<file path="src/rtl/spi_adc_responder_if.sv">
`default_nettype none
// ============================================================================
//  Module      : spi_adc_responder_if
//  Description : SPI link between the FPGA master and the emulated ADC.
//                The master drives sclk/mosi/ncs. The responder drives miso
//                and miso_oe, where miso_oe models the tri-state enable.
//  Revision    : 1.0  initial release
// ============================================================================
interface spi_adc_responder_if;
    logic sclk;
    logic mosi;
    logic ncs;
    logic miso;
    logic miso_oe;

    modport master (output sclk, output mosi, output ncs, input miso, input miso_oe);
    modport slave  (input sclk, input mosi, input ncs, output miso, output miso_oe);
endinterface
`default_nettype wire

</file>
<file path="src/rtl/spi_adc_responder.sv">
`default_nettype none
// ============================================================================
//  Module      : spi_adc_responder
//  Description : Emulates an MCP3002-style 10-bit ADC on the SPI link. It
//                decodes the start, SGL, ODD and MSBF bits. It then returns
//                the selected sample, or the clamped pseudo-differential
//                sample, MSB-first, with an optional LSB-first tail.
//  Revision    : 1.0  initial release
// ============================================================================
module spi_adc_responder #(
    parameter int DATA_W      = 10,
    parameter int SYNC_STAGES = 2
) (
    input  logic                clk,
    input  logic                reset,
    spi_adc_responder_if.slave  spi,
    input  logic [DATA_W-1:0]   ch0,
    input  logic [DATA_W-1:0]   ch1,
    output logic                busy,
    output logic                done,
    output logic [2:0]          last_cfg
);

    localparam int c_CNT_W = ($clog2(DATA_W) < 2) ? 2 : $clog2(DATA_W);

    typedef enum logic [2:0] {
        IDLE  = 3'd0,
        START = 3'd1,
        CFG   = 3'd2,
        NULLB = 3'd3,
        MSB   = 3'd4,
        LSB   = 3'd5,
        DONE  = 3'd6
    } state_t;

    logic [SYNC_STAGES-1:0] r_sclk_sync;
    logic [SYNC_STAGES-1:0] r_mosi_sync;
    logic [SYNC_STAGES-1:0] r_ncs_sync;
    logic                   r_rise;
    logic                   r_fall;
    logic                   r_mosi_smp;

    state_t                 r_state, w_state_nxt;
    logic                   r_miso, w_miso_nxt;
    logic [c_CNT_W-1:0]     r_cnt, w_cnt_nxt;
    logic [2:0]             r_cfg, w_cfg_nxt;
    logic [DATA_W-1:0]      r_conv, w_conv_nxt;
    logic                   r_done, w_done_nxt;
    logic [2:0]             r_last_cfg, w_last_cfg_nxt;

    logic                   w_ncs;
    logic                   w_fall;
    logic [DATA_W:0]        w_diff;
    logic [DATA_W-1:0]      w_conv;

    // Synchronize the SPI pins and register the detected sclk edges with the aligned mosi sample.
    always_ff @(posedge clk or negedge reset) begin
        if (!reset) begin
            r_sclk_sync <= '0;
            r_mosi_sync <= '0;
            r_ncs_sync  <= '1;
            r_rise      <= 1'b0;
            r_fall      <= 1'b0;
            r_mosi_smp  <= 1'b0;
        end else begin
            r_sclk_sync <= {r_sclk_sync[SYNC_STAGES-2:0], spi.sclk};
            r_mosi_sync <= {r_mosi_sync[SYNC_STAGES-2:0], spi.mosi};
            r_ncs_sync  <= {r_ncs_sync[SYNC_STAGES-2:0], spi.ncs};
            r_rise      <=  r_sclk_sync[SYNC_STAGES-2] & ~r_sclk_sync[SYNC_STAGES-1];
            r_fall      <= ~r_sclk_sync[SYNC_STAGES-2] &  r_sclk_sync[SYNC_STAGES-1];
            r_mosi_smp  <= r_mosi_sync[SYNC_STAGES-1];
        end
    end

    assign w_ncs  = r_ncs_sync[SYNC_STAGES-1];
    // A falling edge seen together with a rising edge is treated as a glitch.
    assign w_fall = r_fall & ~r_rise;

    // Build the conversion word from the decoded channel selection; differences clamp at zero.
    always_comb begin
        w_diff = r_cfg[1] ? ({1'b0, ch1} - {1'b0, ch0}) : ({1'b0, ch0} - {1'b0, ch1});
        if (r_cfg[2]) begin
            w_conv = r_cfg[1] ? ch1 : ch0;
        end else if (w_diff[DATA_W]) begin
            w_conv = '0;
        end else begin
            w_conv = w_diff[DATA_W-1:0];
        end
    end

    // Register the frame state, the shift data and the status outputs.
    always_ff @(posedge clk or negedge reset) begin
        if (!reset) begin
            r_state    <= IDLE;
            r_miso     <= 1'b0;
            r_cnt      <= '0;
            r_cfg      <= '0;
            r_conv     <= '0;
            r_done     <= 1'b0;
            r_last_cfg <= '0;
        end else begin
            r_state    <= w_state_nxt;
            r_miso     <= w_miso_nxt;
            r_cnt      <= w_cnt_nxt;
            r_cfg      <= w_cfg_nxt;
            r_conv     <= w_conv_nxt;
            r_done     <= w_done_nxt;
            r_last_cfg <= w_last_cfg_nxt;
        end
    end

    // Decode the frame: collect the header on rising edges and shift the data out on falling edges.
    always_comb begin
        w_state_nxt    = r_state;
        w_miso_nxt     = r_miso;
        w_cnt_nxt      = r_cnt;
        w_cfg_nxt      = r_cfg;
        w_conv_nxt     = r_conv;
        w_done_nxt     = 1'b0;
        w_last_cfg_nxt = r_last_cfg;

        if (w_ncs) begin
            // Deselect discards the partial frame.
            w_state_nxt = IDLE;
            w_miso_nxt  = 1'b0;
        end else begin
            case (r_state)
                IDLE: begin
                    w_state_nxt = START;
                    w_miso_nxt  = 1'b0;
                end
                START: begin
                    if (r_rise && r_mosi_smp) begin
                        w_state_nxt = CFG;
                        w_cnt_nxt   = '0;
                    end
                end
                CFG: begin
                    if (r_rise) begin
                        w_cfg_nxt = {r_cfg[1:0], r_mosi_smp};
                        if (r_cnt == c_CNT_W'(2)) begin
                            w_state_nxt = NULLB;
                        end else begin
                            w_cnt_nxt = r_cnt + 1'b1;
                        end
                    end
                end
                NULLB: begin
                    if (w_fall) begin
                        w_conv_nxt  = w_conv;
                        w_miso_nxt  = 1'b0;
                        w_cnt_nxt   = c_CNT_W'(DATA_W - 1);
                        w_state_nxt = MSB;
                    end
                end
                MSB: begin
                    if (w_fall) begin
                        w_miso_nxt = r_conv[r_cnt];
                        if (r_cnt == '0) begin
                            if (r_cfg[0]) begin
                                w_state_nxt    = DONE;
                                w_done_nxt     = 1'b1;
                                w_last_cfg_nxt = r_cfg;
                            end else begin
                                w_state_nxt = LSB;
                                w_cnt_nxt   = c_CNT_W'(1);
                            end
                        end else begin
                            w_cnt_nxt = r_cnt - 1'b1;
                        end
                    end
                end
                LSB: begin
                    if (w_fall) begin
                        w_miso_nxt = r_conv[r_cnt];
                        if (r_cnt == c_CNT_W'(DATA_W - 1)) begin
                            w_state_nxt    = DONE;
                            w_done_nxt     = 1'b1;
                            w_last_cfg_nxt = r_cfg;
                        end else begin
                            w_cnt_nxt = r_cnt + 1'b1;
                        end
                    end
                end
                DONE: begin
                    if (w_fall) begin
                        w_miso_nxt = 1'b0;
                    end
                end
                default: begin
                    w_state_nxt = IDLE;
                    w_miso_nxt  = 1'b0;
                end
            endcase
        end
    end

    assign busy        = (r_state != IDLE);
    assign spi.miso_oe = (r_state != IDLE);
    assign spi.miso    = r_miso;
    assign done        = r_done;
    assign last_cfg    = r_last_cfg;

endmodule
`default_nettype wire

</file>
<file path="src/flat_wrapper.sv">
// flat-port wrapper written by rule: the top's interface ports become plain ports
module spi_adc_responder_flat 
#(
    parameter int DATA_W      = 10,
    parameter int SYNC_STAGES = 2
)
  (clk, reset, ch0, ch1, busy, done, last_cfg, spi_sclk, spi_mosi, spi_ncs, spi_miso, spi_miso_oe);
  spi_adc_responder_if spi_i ();
  input  logic clk;
  input  logic reset;
  input  logic [DATA_W-1:0] ch0;
  input  logic [DATA_W-1:0] ch1;
  output logic busy;
  output logic done;
  output logic [2:0] last_cfg;
  input wire logic [$bits(spi_i.sclk)-1:0] spi_sclk;
  input wire logic [$bits(spi_i.mosi)-1:0] spi_mosi;
  input wire logic [$bits(spi_i.ncs)-1:0] spi_ncs;
  output wire logic [$bits(spi_i.miso)-1:0] spi_miso;
  output wire logic [$bits(spi_i.miso_oe)-1:0] spi_miso_oe;
  assign spi_i.sclk = spi_sclk;
  assign spi_i.mosi = spi_mosi;
  assign spi_i.ncs = spi_ncs;
  assign spi_miso = spi_i.miso;
  assign spi_miso_oe = spi_i.miso_oe;
  spi_adc_responder #(.DATA_W(DATA_W), .SYNC_STAGES(SYNC_STAGES)) u_core (.clk(clk), .reset(reset), .spi(spi_i), .ch0(ch0), .ch1(ch1), .busy(busy), .done(done), .last_cfg(last_cfg));
endmodule
</file>
<file path="config.mk">
export PLATFORM = sky130hd
export DESIGN_NAME = spi_adc_responder_flat
export DESIGN_NICKNAME = d
export VERILOG_FILES = /design/src/rtl/spi_adc_responder_if.sv /design/src/rtl/spi_adc_responder.sv /design/src/flat_wrapper.sv
export SDC_FILE = /design/constraint.sdc
export NUM_CORES = 1
export LEC_CHECK = 0
export CORE_AREA = 4 4 76 78
export CTS_CLUSTER_DIAMETER = 200
export DETAILED_ROUTE_END_ITERATION = 16
export DIE_AREA = 0 0 80 82
export PLACE_DENSITY = 0.84
export SLEW_MARGIN = 20
export SYNTH_ARGS = -nofsm -noshare
export SYNTH_HDL_FRONTEND = slang
export SYNTH_SLANG_ARGS = --single-unit
</file>
<file path="constraint.sdc">
create_clock -name clk -period 3.15 [get_ports clk]
set_input_delay 0.4725 -clock clk [delete_from_list [all_inputs] [get_ports clk]]
set_output_delay 0.4725 -clock clk [all_outputs]
set_load 0.02 [all_outputs]
</file>
==> results of run 1 <==
## through the flow
stage / utilization [%] / hold slack, ps / area, µm² / std cells
2_1_floorplan: - / 177 / 2810 / 333
3_3_place_gp: 61.8 / 338 / 3140 / 416
3_5_place_dp: 61.8 / 339 / 3140 / 416
4_1_cts: 64.1 / 355 / 3250 / 424
5_1_grt: 64.1 / 362 / 3250 / 424
6_report: 64.1 / 353 / 3250 / 424
## power groups by stage
stage          combinational (mW)  sequential [mW]  clock, mW
4_1_cts                     0.970            0.674      0.415
3_3_place_gp                0.938            0.675          0
2_1_floorplan               0.842            0.566          0
6_report                    0.977            0.680      0.408
3_5_place_dp                0.966            0.682          0
5_1_grt                      1.08            0.700      0.435
## cells in the final DEF, fill, tap and decap left out, types with 3 or more instances in the layout
master	Yosys	final
sky130_fd_sc_hd__a211oi_1	4	4
sky130_fd_sc_hd__a21o_1	3	3
sky130_fd_sc_hd__a21oi_1	32	32
sky130_fd_sc_hd__a31oi_1	3	3
sky130_fd_sc_hd__and3_1	9	9
sky130_fd_sc_hd__buf_4	1	5
sky130_fd_sc_hd__clkbuf_8	0	6
sky130_fd_sc_hd__clkdlybuf4s50_1	0	31
sky130_fd_sc_hd__dfrtp_1	32	32
sky130_fd_sc_hd__ha_1	25	25
sky130_fd_sc_hd__inv_1	29	29
sky130_fd_sc_hd__mux2_2	5	5
sky130_fd_sc_hd__mux2i_1	6	6
sky130_fd_sc_hd__nand2_1	31	31
sky130_fd_sc_hd__nand2b_1	4	4
sky130_fd_sc_hd__nand3_1	10	10
sky130_fd_sc_hd__nand3b_1	5	5
sky130_fd_sc_hd__nand4_1	4	4
sky130_fd_sc_hd__nor2_1	15	15
sky130_fd_sc_hd__nor2b_1	6	6
sky130_fd_sc_hd__nor3_1	5	5
sky130_fd_sc_hd__o21ai_0	29	29
sky130_fd_sc_hd__xnor2_1	3	3
sky130_fd_sc_hd__xor2_1	5	5
## worst paths after layout
path                                                       end  slack, ps  cells past startpoint
worst max-delay path              u_core.r_conv[2]$_DFFE_PN0P_        560                     11
worst min-delay path               u_core.r_mosi_smp$_DFF_PN0_        350                      0
worst max register to register     u_core.r_cnt[3]$_DFFE_PN0P_        660                      7
worst min register to register     u_core.r_mosi_smp$_DFF_PN0_        350                      0
max in group asynchronous       u_core.r_ncs_sync[0]$_DFF_PN1_       2230                      2
min in group asynchronous          u_core.spi.miso$_DFFE_PN0P_        590                      2
## kinds of logic (layout without fill, tap and decap cells)
logic type / after synthesis / after routing
AOI/OAI and AO/OA: 98 / 98
xor gates and xnor gates: 8 / 8
muxes: 14 / 14
adders and majority gates: 27 / 27
DFF: 34 / 34
buffers and inverters: 52 / 73
and+or+nand+nor: 100 / 100
## layer usage
metal	wire (µm)	vias up	GRT usage, %
met1	2680	1161	25.0
met4	84	0	5.57
met2	3140	77	35.4
met3	221	8	2.41
li1	-	1222	-
met5	0	-	0
## sequential cells by signal, summed over array words and instances, names as in the netlist
signal	flops
u_core.r_conv	10
u_core.r_cnt	4
u_core.last_cfg	3
u_core.r_cfg	3
u_core.r_state	3
u_core.r_mosi_sync	2
u_core.r_ncs_sync	2
u_core.r_sclk_sync	2
u_core.done	1
u_core.r_fall	1
u_core.r_mosi_smp	1
u_core.r_rise	1
u_core.spi.miso	1
## layout make-up
type | count | area (µm²)
inverter | 29 | 109
fill | 436 | 1820
tap | 70 | 87.6
multi-input combinational | 247 | 1740
clock buffer | 7 | 86.3
sequential | 34 | 853
timing repair buffer | 36 | 348
clock inverter | 1 | 30.0
==> run metrics, run 1 <==
final setup TNS=0 ps; hold buffer count at cts=0; fraction of the mapped netlist area in adder cells=12.6%; fraction of the mapped netlist area in compound gates=a little over a fifth; P_leak=1.44 nW; number of maximum-capacitance violations=0; multiplexer share of the synthesized area=6.14%; CP max stage cell=sky130_fd_sc_hd__clkdlybuf4s50_1; Crit path top cell by count=sky130_fd_sc_hd__inv_1; crit path max fanout=9; CTS tree=done; worst setup timing slack at the placement stage=277 ps; via count normalized by instance count=5.82; Internal Power=1.22 mW; RSZ-0062 raised after global routing=no; overall fraction of global-route tracks in use=19.7%; combinational family with the most area after synthesis=compound AO/OA/AOI/OAI gates; area of the core region=just over 5000 µm²; half-perimeter wire length after detailed placement=4650 µm; maximum VDD drop=0.275 mV; layout-stage area growth over the synthesis result=15.7%; residual overflow from global routing=0; Total Nets Final=around 410; transition time at the pin with the least slew margin=733 ps; Root Driver=sky130_fd_sc_hd__clkbuf_8; required time of the worst setup path=about 3300 ps; combinational fraction of design power=47.3%; first-pass iteration count of the detailed router=5; hold violation count in the final report=0; area leader, netlist=sky130_fd_sc_hd__dfrtp_1; status=complete, no violations; Port Buf Inserts=31; maximum clock frequency=0.387 GHz; category of the worst setup path launch point=primary input; largest buffer count on any clock path=2; count of H-tree levels built during CTS=2; Worst Setup SP=ch0[0]; DIE HEIGHT=82 µm; area share of the largest cell type after synthesis=28.5%; die width=80 µm; startpoint of the most critical register-to-register path=u_core.r_state[0]$_DFFE_PN0P_; post-route antenna net violation count=0; total power density per cell area=635 nW/µm²; sink count of the clock tree=34; dominant delay contributor by cell family on the critical path=compound AO/OA/AOI/OAI gates; count of buffer and inverter cells on the critical path=3; area of the die=6560 µm²; cells taking the most area after synthesis=sky130_fd_sc_hd__dfrtp_1 (28%), sky130_fd_sc_hd__ha_1 (11%), sky130_fd_sc_hd__a21oi_1 (5.7%), sky130_fd_sc_hd__o21ai_0 (5.2%), sky130_fd_sc_hd__nand2_1 (4.1%); worst max-slew margin expressed relative to the limit=50.7%; wire length of the first global-routing pass=10,300 µm; fraction of power spent switching nets=41.1%; post-CTS setup-driven buffer insertion count=0; Synth async-reset ratio=100%; number of antenna violations at the first check in global routing=0; sequential power share=approximately a third; mean routed wirelength per cell=14.4 µm; proportion of power drawn by the clock network=about a fifth; number of enable flip-flop cells after synthesis=0; final WL=6130 µm; pin count of the biggest net entering global routing=35; fin crit period=2590 ps; Arr. time, crit path=2780 ps; via count of the first global-routing pass=2,267; share of cells above drive strength 1=8.19%; final weighted congestion of routability-driven global placement=0.928; average size of a mapped cell=8.44 µm²; number of warning messages in the yosys log=0; Post-Route Skew=around 7.6 ps; crit share post-route=82.1%; switching power=849 µW; number of DRC markers after the initial detailed-route iteration=191; Post-Synthesis Cells=roughly 330; Hold Crit Start=u_core.r_mosi_sync[1]$_DFF_PN0_; Num CTS Buffers=5; Pwr Total=between 2 and 2.5 mW; initial standard-cell utilization of the core=55.4%; total of flip-flops plus latches after synthesis=34; final worst slack=564 ps; antenna fix cells=0; unique cell type count in the Yosys netlist=57; simple-gate area share of the yosys netlist=19.0%; synthesized netlist net count=385; DR DRC count=0; Seq/Total Area, Yosys=30.4%; Worst-Skew Late Latency=290 ps; critical path endpoint category=flop; Critical Path Max Stage Delay=480 ps; clk slew on worst S/H paths=70 ps; xor/xnor cell area share of the yosys netlist=about 2.5%; Post-synth top flop=sky130_fd_sc_hd__dfrtp_1; total standard cell area after synthesis=roughly 2800 µm²; total vias in the final route=2,468; number of rows created at floorplan=26; type of the worst setup path=in -> reg; critical-path cell list=clkdlybuf4s50_1 > inv_1 > ha_1 > inv_1 > fa_1 > nand3_1 > nand3b_1 > a41oi_1 > o41ai_1 > nand2_1 > o21ai_0; Max Slew Vio Count=0; IO Count=32; most numerous cell types in the synthesized netlist=sky130_fd_sc_hd__a21oi_1 (32), sky130_fd_sc_hd__dfrtp_1 (32), sky130_fd_sc_hd__nand2_1 (31); Finish-stage setup viols=0; worst hold path type=reg -> reg; post-cts repair resize count=0
(Power assumes the default switching activity.)
==> inputs of run 2 (changes only) <==
==> constraint.sdc (replaced) <==
create_clock -name clk -period 2.4 [get_ports clk]
set_input_delay 0.36 -clock clk [delete_from_list [all_inputs] [get_ports clk]]
set_output_delay 0.36 -clock clk [all_outputs]
set_load 0.02 [all_outputs]
==> run metrics, run 2 (synthesized netlist as in run 1, its figures left out) <==
status=complete, no violations; commonest non-fill, non-tap cell in the layout=sky130_fd_sc_hd__buf_4; crit share post-route=95.3%; RSZ-0062 raised after global routing=yes; critical path endpoint category=flop; final worst slack=112 ps (-452 ps); type of the worst setup path=reg -> reg; fin crit period=about 2300 ps; worst max-slew margin expressed relative to the limit=71.2% (+20 points); post-route antenna net violation count=0 (unchanged); required time of the worst setup path=2560 ps (-780 ps); first-pass iteration count of the detailed router=6 (+1); CTS tree=done; antenna fix cells=0 (unchanged); wire length of the first global-routing pass=11,700 µm (+13%); worst hold path type=reg -> reg; transition time at the pin with the least slew margin=429 ps (-304 ps); initial standard-cell utilization of the core=55.4% (unchanged); residual overflow from global routing=0 (unchanged); placement-stage cell area=3450 µm² (+10%); Top reg by flops=u_core.r_conv; maximum VDD drop=0.447 mV (+62%); Post-Route Skew=6.32 ps (-1.32 ps); via count of the first global-routing pass=2,611 (+15%); share of cells above drive strength 1=19.4% (+11 points); layout-stage area growth over the synthesis result=29.0%; overall fraction of global-route tracks in use=22.7% (+3.0 points); commonest cells after routing, fill and taps aside=sky130_fd_sc_hd__buf_4 (47), sky130_fd_sc_hd__nand2_1 (32), sky130_fd_sc_hd__dfrtp_1 (32); worst setup timing slack at the placement stage=-283 ps (-560 ps); number of DRC markers after the initial detailed-route iteration=239 (+25%); number of rows created at floorplan=26 (unchanged); P_leak=1.69 nW (+17%); via count normalized by instance count=5.89 (+1.2%); Total Nets Final=448 (+11%); DIE HEIGHT=82 µm (unchanged); total power density per cell area=842 nW/µm² (+33%); maximum clock frequency=0.437 GHz; sink count of the clock tree=34 (unchanged); number of flip-flops in the largest register=10 (unchanged); largest registers=u_core.r_conv x10, u_core.r_cnt x4; clk slew on worst S/H paths=70 ps (about the same); final weighted congestion of routability-driven global placement=0.946 (+2.0%); half-perimeter wire length after detailed placement=5200 µm (+12%); Num CTS Buffers=5 (unchanged); Worst-Skew Late Latency=280 ps (about the same); mean routed wirelength per cell=15.1 µm (+4.8%); DR DRC count=0 (unchanged); Arr. time, crit path=2450 ps (-330 ps); crit path max fanout=6 (-3); total vias in the final route=2,750 (+11%); IO Count=32 (unchanged); number of maximum-capacitance violations=0 (unchanged); area of the core region=5070 µm² (unchanged); Port Buf Inserts=31 (unchanged); Finish-stage setup viols=0 (unchanged); category of the worst setup path launch point=flop; Pwr Total=3.05 mW (+48%); largest buffer count on any clock path=2 (unchanged); area of all placed cells without fillers=3630 µm² (+12%); die width=80 µm (unchanged); hold violation count in the final report=0 (unchanged); area of the die=6560 µm² (unchanged); count of H-tree levels built during CTS=2 (unchanged); number of antenna violations at the first check in global routing=0 (unchanged); Max Slew Vio Count=0 (unchanged); pin count of the biggest net entering global routing=35 (unchanged); Root Driver=sky130_fd_sc_hd__clkbuf_8; final WL=7070 µm (+15%)
==> run 2: layout make-up <==
cell class | count | area, µm²
repair buffers | 78 | 668
fillers | 397 | 1450
well taps | 70 | 87.6
inverters | 29 | 109
clock buffers | 5 | 68.8
clock inverters | 3 | 68.8
flip-flops and latches | 34 | 853
multi-input cells | 248 | 1770
==> run 2: worst max-delay path, stage by stage, from the launching register on <==
cell and delay, ps:
sky130_fd_sc_hd__dfrtp_1 390, sky130_fd_sc_hd__inv_1 70, sky130_fd_sc_hd__ha_1 210, sky130_fd_sc_hd__and4bb_2 230, sky130_fd_sc_hd__o21bai_2 160, sky130_fd_sc_hd__nor2_1 90
sky130_fd_sc_hd__or4_4 540, sky130_fd_sc_hd__o21ai_0 230, sky130_fd_sc_hd__o21ai_1 120, sky130_fd_sc_hd__a21boi_1 140
==> run 2: power breakdown <==
group / switching [mW] / internal (mW) / total (mW) / leakage (nW)
Clock: 0.208 / 0.416 / 0.624 / 0.0683
Sequential: 0.140 / 0.679 / 0.818 / 0.440
Combinational: 0.876 / 0.736 / 1.61 / 1.18
==> run 2: repair_timing <==
item,CTS,global route
gates resized for setup,1,13
endpoints found under the setup margin,1,13
gates cloned,1,0
pin swaps,1,4
buffers inserted,0,0
hold buffers,0,0
==> run 2: routing by layer <==
layer  vias to the layer above  GRT usage [%]  share of wire [%]
li1                       1310              -                  -
met1                      1314           26.3                 41
met2                       100           41.8                 52
met3                        26           4.06                4.8
met4                         0           8.28                2.5
met5                         -              0                  0
==> run 2: worst paths after layout <==
path | slack, ps | to | depth (start not counted) | from
min | 350 | u_core.r_mosi_smp$_DFF_PN0_ | 0 | u_core.r_mosi_sync[1]$_DFF_PN0_
max in group asynchronous | 1610 | u_core.r_ncs_sync[0]$_DFF_PN1_ | 2 | reset
max | 110 | u_core.r_cnt[3]$_DFFE_PN0P_ | 9 | u_core.r_cnt[0]$_DFFE_PN0P_
min reg2reg | 350 | u_core.r_mosi_smp$_DFF_PN0_ | 0 | u_core.r_mosi_sync[1]$_DFF_PN0_
min in group asynchronous | 470 | u_core.spi.miso$_DFFE_PN0P_ | 2 | reset
max reg2reg | 110 | u_core.r_cnt[3]$_DFFE_PN0P_ | 9 | u_core.r_cnt[0]$_DFFE_PN0P_
==> run 2: per-stage QoR <==
step | hold WS, ps | TNS [ps] | util [%] | cells
after floorplan | 64.4 | 0 | - | 333
after global placement | 335 | -1500 | 68.0 | 458
after detailed placement | 343 | -2520 | 68.0 | 458
after CTS | 360 | 0 | 71.0 | 467
after global routing | 366 | -32.8 | 71.5 | 467
final | 354 | 0 | 71.5 | 467
==> inputs of run 3 (changes only) <==
==> constraint.sdc (replaced) <==
create_clock -name clk -period 2.4 [get_ports clk]
set_input_delay 0.36 -clock clk [delete_from_list [all_inputs] [get_ports clk]]
set_output_delay 0.36 -clock clk [all_outputs]
set_load 0.1 [all_outputs]
==> run metrics, run 3 (synthesized netlist as in run 1, its figures left out) <==
status=complete, no violations; half-perimeter wire length after detailed placement=5450 µm (+4.9%); clk slew on worst S/H paths=70 ps (about the same); number of rows created at floorplan=26 (unchanged); combinational fraction of design power=60.1% (+7.3 points); final setup TNS=0 ps (unchanged); sequential power share=26.0% (-0.8 points); hold violation count in the final report=0 (unchanged); register-to-register path setup slack=240 ps (+130 ps); area of the core region=5070 µm² (unchanged); final worst slack=32.1 ps (-79.5 ps); Post-Route Skew=8.88 ps (+2.56 ps); commonest cells after routing, fill and taps aside=sky130_fd_sc_hd__buf_4 (53), sky130_fd_sc_hd__dfrtp_1 (32), sky130_fd_sc_hd__nand2_1 (30); Root Driver=sky130_fd_sc_hd__clkbuf_8; final weighted congestion of routability-driven global placement=0.924 (-2.3%); layout-stage area growth over the synthesis result=30.1%; final core utilization=72.1% (+0.59 points); number of flip-flops in the largest register=10 (unchanged); wire length of the first global-routing pass=11,900 µm (+1.5%); pin count of the biggest net entering global routing=35 (unchanged); Worst Setup SP=ch0[3]; Arr. time, crit path=2570 ps (+120 ps); Critical Path Sink=u_core.r_conv[9]$_DFFE_PN0P_; maximum VDD drop=0.658 mV (+47%); crit share post-route=98.7% (+3.3 points); number of DRC markers after the initial detailed-route iteration=209 (-13%); share of cells above drive strength 1=25.1% (+5.7 points); count of H-tree levels built during CTS=2 (unchanged); required time of the worst setup path=2600 ps (+40 ps); mean routed wirelength per cell=16.0 µm (+5.7%); DR DRC count=0 (unchanged); category of the worst setup path launch point=primary input; Internal Power=1.73 mW (-5.5%); Total Nets Final=449 (+0.22%); Port Buf Inserts=31 (unchanged); worst max-slew margin expressed relative to the limit=68.6% (-2.6 points); crit path max fanout=5 (-1); proportion of power drawn by the clock network=13.9% (-6.5 points); final WL=7490 µm (+5.9%); via count normalized by instance count=6.00 (+1.9%); total power density per cell area=861 nW/µm² (+2.3%); initial standard-cell utilization of the core=55.4% (unchanged); Top reg by flops=u_core.r_conv; fin crit period=2370 ps (+79.5 ps); post-route antenna net violation count=0 (unchanged); worst hold path type=reg -> reg; first-pass iteration count of the detailed router=4 (-2); IO Count=32 (unchanged); overall fraction of global-route tracks in use=22.8% (+0.10 points); residual overflow from global routing=0 (unchanged); Finish-stage setup viols=0 (unchanged); fraction of power spent switching nets=45.1% (+5.0 points); area of the die=6560 µm² (unchanged); CTS tree=done; largest registers=u_core.r_conv x10, u_core.r_cnt x4; total vias in the final route=2,809 (+2.1%); via count of the first global-routing pass=2,708 (+3.7%); startpoint of the most critical register-to-register path=u_core.r_cfg[1]$_DFFE_PN0P_; antenna fix cells=0 (unchanged); Max Slew Vio Count=0 (unchanged); maximum clock frequency=0.422 GHz (-3.4%); largest buffer count on any clock path=2 (unchanged); post-placement cell count=458 (unchanged); worst setup timing slack at the placement stage=-310 ps (-27.7 ps); critical path endpoint category=flop; number of antenna violations at the first check in global routing=0 (unchanged); number of cells traversed by the worst register-to-register path=9 (unchanged); sink count of the clock tree=34 (unchanged); DIE HEIGHT=82 µm (unchanged); transition time at the pin with the least slew margin=472 ps (+43.0 ps); type of the worst setup path=in -> reg; Reg-to-Reg End=u_core.r_conv[6]$_DFFE_PN0P_; P_leak=1.71 nW (+1.3%); number of cells in the finished layout apart from fillers=468 (+0.21%); Num CTS Buffers=5 (unchanged); Worst-Skew Late Latency=290 ps (about the same); die width=80 µm (unchanged); switching power=1.42 mW (+16%); number of maximum-capacitance violations=0 (unchanged); commonest non-fill, non-tap cell in the layout=sky130_fd_sc_hd__buf_4
[run 3: cell count changes in the layout (fill, tap and decap cells not counted), sizes merged]
cell           previous run  this run
buf                      47        55
bufinv                    2         0
clkbuf                    5         6
clkdlybuf4s50            29        20
clkinvlp                  0         1
dlymetal6s2s              2         4
[run 3: through the flow]
| step | power (mW) | hold WS, ps | area (µm²) |
|---|---|---|---|
| floorplan | 2.03 | 64.4 | 2820 |
| global route | 3.36 | 362 | 3660 |
| detailed placement | 2.59 | 337 | 3460 |
| global placement | 2.54 | 333 | 3460 |
| finish | 3.15 | 358 | 3660 |
| CTS | 3.04 | 359 | 3570 |
[run 3: layout make-up]
class / count / area (µm²)
Tap cell: 70 / 87.6
Multi-Input combinational cell: 248 / 1820
Fill cell: 385 / 1420
Clock buffer: 6 / 82.6
Sequential cell: 34 / 853
Timing Repair Buffer: 79 / 688
Inverter: 29 / 109
Clock inverter: 2 / 12.5
[run 3: timing repair]
item | in CTS | in global routing
resized for setup | 1 | 32
hold buffers | 0 | 0
endpoints found under the setup margin | 2 | 12
cloned | 1 | 0
buffers inserted | 0 | 1
pin swaps | 1 | 12
[run 3: worst min path at each step]
stage                                            endpoint                             from  cells after the start  slack (ps)
final                      u_core.r_ncs_sync[1]$_DFF_PN1_   u_core.r_ncs_sync[0]$_DFF_PN1_                      0         360
after global routing       u_core.r_ncs_sync[1]$_DFF_PN1_   u_core.r_ncs_sync[0]$_DFF_PN1_                      0         360
after CTS                  u_core.r_ncs_sync[1]$_DFF_PN1_   u_core.r_ncs_sync[0]$_DFF_PN1_                      0         360
after detailed placement      u_core.r_mosi_smp$_DFF_PN0_  u_core.r_mosi_sync[1]$_DFF_PN0_                      0         340
after global placement    u_core.r_mosi_sync[1]$_DFF_PN0_  u_core.r_mosi_sync[0]$_DFF_PN0_                      0         330
after floorplan                     u_core.done$_DFF_PN0_                            reset                      0          60
[run 3: power groups by stage]
stage	Sequential, mW	Clock [mW]	Combinational [mW]
after floorplan	0.747	0	1.28
after global placement	0.813	0	1.73
after detailed placement	0.819	0	1.77
after CTS	0.809	0.445	1.79
after global routing	0.831	0.471	2.06
final	0.818	0.439	1.89
[run 3: critical path: stages]
cell	delay, ps
sky130_fd_sc_hd__clkdlybuf4s50_1	500
sky130_fd_sc_hd__inv_1	70
sky130_fd_sc_hd__ha_2	380
sky130_fd_sc_hd__nand3_1	110
sky130_fd_sc_hd__nand3b_1	150
sky130_fd_sc_hd__a41oi_2	200
sky130_fd_sc_hd__o41ai_4	430
sky130_fd_sc_hd__nand2_2	180
sky130_fd_sc_hd__o21ai_1	180
[run 3: per-layer routing]
metal  up-vias  share of wire, %  global-route usage [%]  wire, µm
met4         0               4.2                    11.1       315
met3        33               4.5                    4.39       340
met1      1352                39                    26.7      2930
met5         -                 0                       0         0
li1       1320                 -                       -         -
met2       104                52                    40.0      3910
==> RTL edit 1, RTL diff (settings of run 3) <==
`DATA_W` is set to 10 in 2 places; all go to 5.
--- a/src/rtl/spi_adc_responder.sv
+++ b/src/rtl/spi_adc_responder.sv
@@ -9,5 +9,5 @@
 // ============================================================================
 module spi_adc_responder #(
-    parameter int DATA_W      = 10,
+    parameter int DATA_W      = 5,
     parameter int SYNC_STAGES = 2
 ) (
--- a/src/flat_wrapper.sv
+++ b/src/flat_wrapper.sv
@@ -2,5 +2,5 @@
 module spi_adc_responder_flat 
 #(
-    parameter int DATA_W      = 10,
+    parameter int DATA_W      = 5,
     parameter int SYNC_STAGES = 2
 )
Interface: changed (resized ch0 and ch1); port bits go from 32 to 22. The function was not compared with the original's and may differ.
==> RTL edit 1 against run 3 <==
Routed wire length down 52%; synthesized area is 33% lower; setup slack better by 140 ps; power decreased by 36%; via count shrank 47%; design area is 39% lower; count of clock-buffer cells in the layout fell by 3; largest cell class unchanged; first-iteration DRC count is 60% lower; final cell count down 38%; synthesized cell count is 41% lower; sequential cell count shrank 6; critical endpoint is now u_core.r_conv[0]$_DFFE_PN0P_.
==> RTL edit 1: results (changes against run 3) <==
outcome finished clean; Largest register FFs 5 (-5); TritonCTS Buffers 3 (-2); Worst-Skew Late Latency 270 ps (-20 ps); Yosys cell types 59 (+3.5%); share of post-route cells with drive strength above 1 15.1% (-10 points); clock-pin slew on the worst setup and hold paths 90 ps (+20 ps); Ys Warns 0 (unchanged); placed insts 284 (-38%); Yosys top cell by area dfrtp_1; Inserted Diodes 0 (unchanged); FF-to-FF Start u_core.r_cnt[0]$_DFFE_PN0P_; Setup crit start ch0[2]; fin nets 250 (-44%); reg2reg path depth 5 (-4); buffers added on ports 21 (-32%); Register-to-Register Setup Slack 360 ps (+120 ps); crit path max fanout 6 (+1); largest register by flop count u_core.r_conv; post-DP HPWL 2700 um (-50%); worst min path class register to register; leakage power 0.977 nW (-43%); Worst EP arrival 2440 ps (-130 ps); top cells by area, synth dfrtp_1, ha_1, o21ai_0; post-DR vias/cell 5.19 (-14%); Setup Buffers After CTS 0 (unchanged); Post-synth top cells dfrtp_1, o21ai_0, inv_1; Seq/Total Area, Yosys 37.1% (+6.8 points); Routed WL per cell 12.5 um (-22%); total track usage 12.2% (-11 points); cell at the root of the clock tree clkbuf_8; Final Skew 1.32 ps (-7.55 ps); fill count 497 (+29%); via count 1495 (-47%); maximum buffer depth of the clock tree 2 (unchanged); Worst Setup EP u_core.r_conv[0]$_DFFE_PN0P_; largest net degree at the start of global routing 29 (-17%); maximum VDD drop 0.465 mV (-29%); global-route wire length before repair 6440 um (-46%); H-tree Lvls 1 (-1); syn avg cell area 9.61 um2 (+14%); Syn Nets 228 (-41%); First DRT Iteration DRCs 83 (-60%); async set or reset register ratio after synthesis 100% (unchanged); initial antenna violation count 0 (unchanged); routability cong. 0.834 (-9.7%); DRT Pass-1 Iters 5 (+1); post-CTS sizing 0 (-1); Rel. slew slack 61.1% (-7.5 points); R2R Path End u_core.last_cfg[1]$_DFFE_PN0P_
## RTL edit 1: cell types whose count changed in the layout (fill, tap and decap cells not counted), moves of 7 or more
cell / before / now
a21oi_1: 28 / 9
and3_1: 9 / 1
buf_4: 53 / 13
ha_1: 22 / 14
inv_1: 27 / 18
nand2_1: 30 / 15
nand3_1: 9 / 2
## RTL edit 1: area by class of cell
class                   instances  area share, %
clock buffers                   3           1.84
clock inverters                 1           1.34
inverters                      18           3.02
multi-input cells             141           47.8
well taps                      70           3.91
repair buffers                 27           10.6
flip-flops and latches         28           31.4
## RTL edit 1: per-layer routing
layer | GRT usage [%] | routed length, um | vias up
li1 | - | - | 747
met1 | 14.9 | 1510 | 697
met2 | 21.1 | 1820 | 47
met3 | 2.85 | 241 | 4
met4 | 4.05 | 28 | 0
met5 | 0 | 0 | -
## RTL edit 1: logic make-up after synthesis
kind of cell    count (synthesis)  synth area share, %
compound gates                 58                 21.9
simple gates                   54                 15.3
buf+inv                        28                 6.28
flops                          28                 37.1
fa+ha+maj                      17                 11.9
mux                             9                 6.08
xor+xnor                        3                 1.39
## RTL edit 1: how the worst min path moves through the flow
stage | cells after the start | from | to | slack [ps]
after CTS | 0 | u_core.r_mosi_sync[1]$_DFF_PN0_ | u_core.r_mosi_smp$_DFF_PN0_ | 360
after global routing | 0 | u_core.r_mosi_sync[0]$_DFF_PN0_ | u_core.r_mosi_sync[1]$_DFF_PN0_ | 370
after detailed placement | 0 | u_core.r_mosi_sync[1]$_DFF_PN0_ | u_core.r_mosi_smp$_DFF_PN0_ | 340
after floorplan | 0 | reset | u_core.done$_DFF_PN0_ | 60
final | 0 | u_core.r_mosi_sync[1]$_DFF_PN0_ | u_core.r_mosi_smp$_DFF_PN0_ | 360
after global placement | 0 | u_core.r_mosi_sync[1]$_DFF_PN0_ | u_core.r_mosi_smp$_DFF_PN0_ | 330
## RTL edit 1: critical path, cell delays in order
cell and delay [ps]:
clkdlybuf4s50_1 480, inv_1 60, ha_1 390, nand2_2 80, o2111ai_2 230, a41oi_2 220
o311ai_0 430, o21a_1 190
## RTL edit 1: where the power goes
part	internal (W)	leakage [nW]	switching (W)	total (W)
Sequential	0.000556	0.352	0.000165	0.000720
Clock	0.000223	0.0357	0.000146	0.000369
Combinational	0.000371	0.589	0.000560	0.000930
## RTL edit 1: stage by stage
step / power [W] / util [%] / instance area [um2] / worst slack, ps / TNS (ps)
after floorplan: 0.00146 / - / 1890 / 266 / 0
after global placement: 0.00163 / 42.7 / 2170 / -17.8 / -22.5
after detailed placement: 0.00165 / 42.7 / 2170 / -97.5 / -215
after CTS: 0.00202 / 44.1 / 2240 / 193 / 0
after global routing: 0.00216 / 44.1 / 2240 / 17.0 / 0
final: 0.00202 / 44.1 / 2240 / 173 / 0
==> RTL edit 2, RTL diff (settings of run 3) <==
Without the edit above. Put one more register stage on the output `last_cfg`, cleared by the reset. The value now appears one clock later. The other outputs are not delayed to match.
--- a/src/rtl/spi_adc_responder.sv
+++ b/src/rtl/spi_adc_responder.sv
@@ -200,5 +200,11 @@
     assign spi.miso    = r_miso;
     assign done        = r_done;
-    assign last_cfg    = r_last_cfg;
+    always_ff @(posedge clk or negedge reset) begin
+        if (!reset) begin
+            last_cfg <= '0;
+        end else begin
+            last_cfg <= r_last_cfg;
+        end
+    end
 
 endmodule
Behaviour: same outputs for any inputs over 10 cycles, from zero or initial values and one cycle with reset low; that may be too few to reach the edited logic, so the function may still have changed.
==> RTL edit 2 against run 3 <==
Synthesized area is 3.1% higher; sequential cell count is 3 higher; largest cell class unchanged; routed wire length is 15% lower; setup slack better by 92 ps; power is 4.7% lower; critical path depth is 1 higher; design area is 3.4% lower; sequential share of layout area is 2.9 points higher; via count is 9.5% lower; highest routed layer unchanged; global-route usage is 2.1 points lower.
==> RTL edit 2: results (changes against run 3) <==
outcome finished clean; Seq/Total Area, Yosys 32.0% (+1.7 points); switching part of the total 44.8% (-0.31 points); Yosys cell types 61 (+7.0%); Post-synth top cells nand2_1, dfrtp_1, inv_1; vias in the first global route 2471 (-8.8%); worst hold slack 357 ps (-0.821 ps); Worst path max stage delay 470 ps (-30 ps); inverters 34 (+17%); top cells by area, synth dfrtp_1, ha_1, nand2_1; hold worst-path end u_core.r_mosi_smp$_DFF_PN0_; total area of sequential cells 928 um2 (+8.8%); post-DR vias/cell 5.60 (-6.7%); multi-input logic area 1750 um2 (-3.9%); most common cell after layout, fill and taps aside nand2_1; reg2reg path depth 7 (-2); non-clock buffer count 60 (-24%); FF-to-FF Start u_core.r_cnt[2]$_DFFE_PN0P_; R2R Path End u_core.spi.miso$_DFFE_PN0P_; fill count 393 (+2.1%); final wirelength 6360 um (-15%); Internal 0.00166 W (-4.1%); Rel. slew slack 59.4% (-9.1 points); number of synthesized register bits 37 (+8.8%); First DRT Iteration DRCs 138 (-34%); maximum VDD drop 0.706 mV (+7.3%); pre-CTS setup slack -296 ps (+14.0 ps); placed insts 445 (-2.8%); clk tree area frac 2.55% (-0.051 points)
[RTL edit 2: cell count changes in the layout (fill, tap and decap cells not counted), moves of 4 or more]
cell and delta:
o21ai_1 +6, o21ai_0 -5, dlymetal6s2s_1 -4, nand2_1 +9, buf_4 -20, nor3_1 -4
clkdlybuf4s50_1 +4, inv_1 +5
[RTL edit 2: per-layer routing]
metal	track usage, %	share of wire, %	vias up
met5	0	0	-
met4	8.28	2.6	0
met3	2.85	3.0	18
met2	39.5	53	55
met1	22.9	41	1199
li1	-	-	1271
[RTL edit 2: cell families after synthesis]
kind of cell | after synthesis | synth area share [%]
xor+xnor | 9 | 2.72
mux | 13 | 5.22
compound gates | 95 | 21.2
fa+ha+maj | 27 | 12.2
buf+inv | 54 | 7.90
simple gates | 100 | 18.8
flops | 37 | 32.0
[RTL edit 2: worst max-delay path, delay by kind of cell]
kind | cells | cell delay, ps
adders and majority gates | 1 | 300
AOI/OAI and AO/OA | 5 | 1040
buffers and inverters | 2 | 520
and+or+nand+nor | 2 | 230
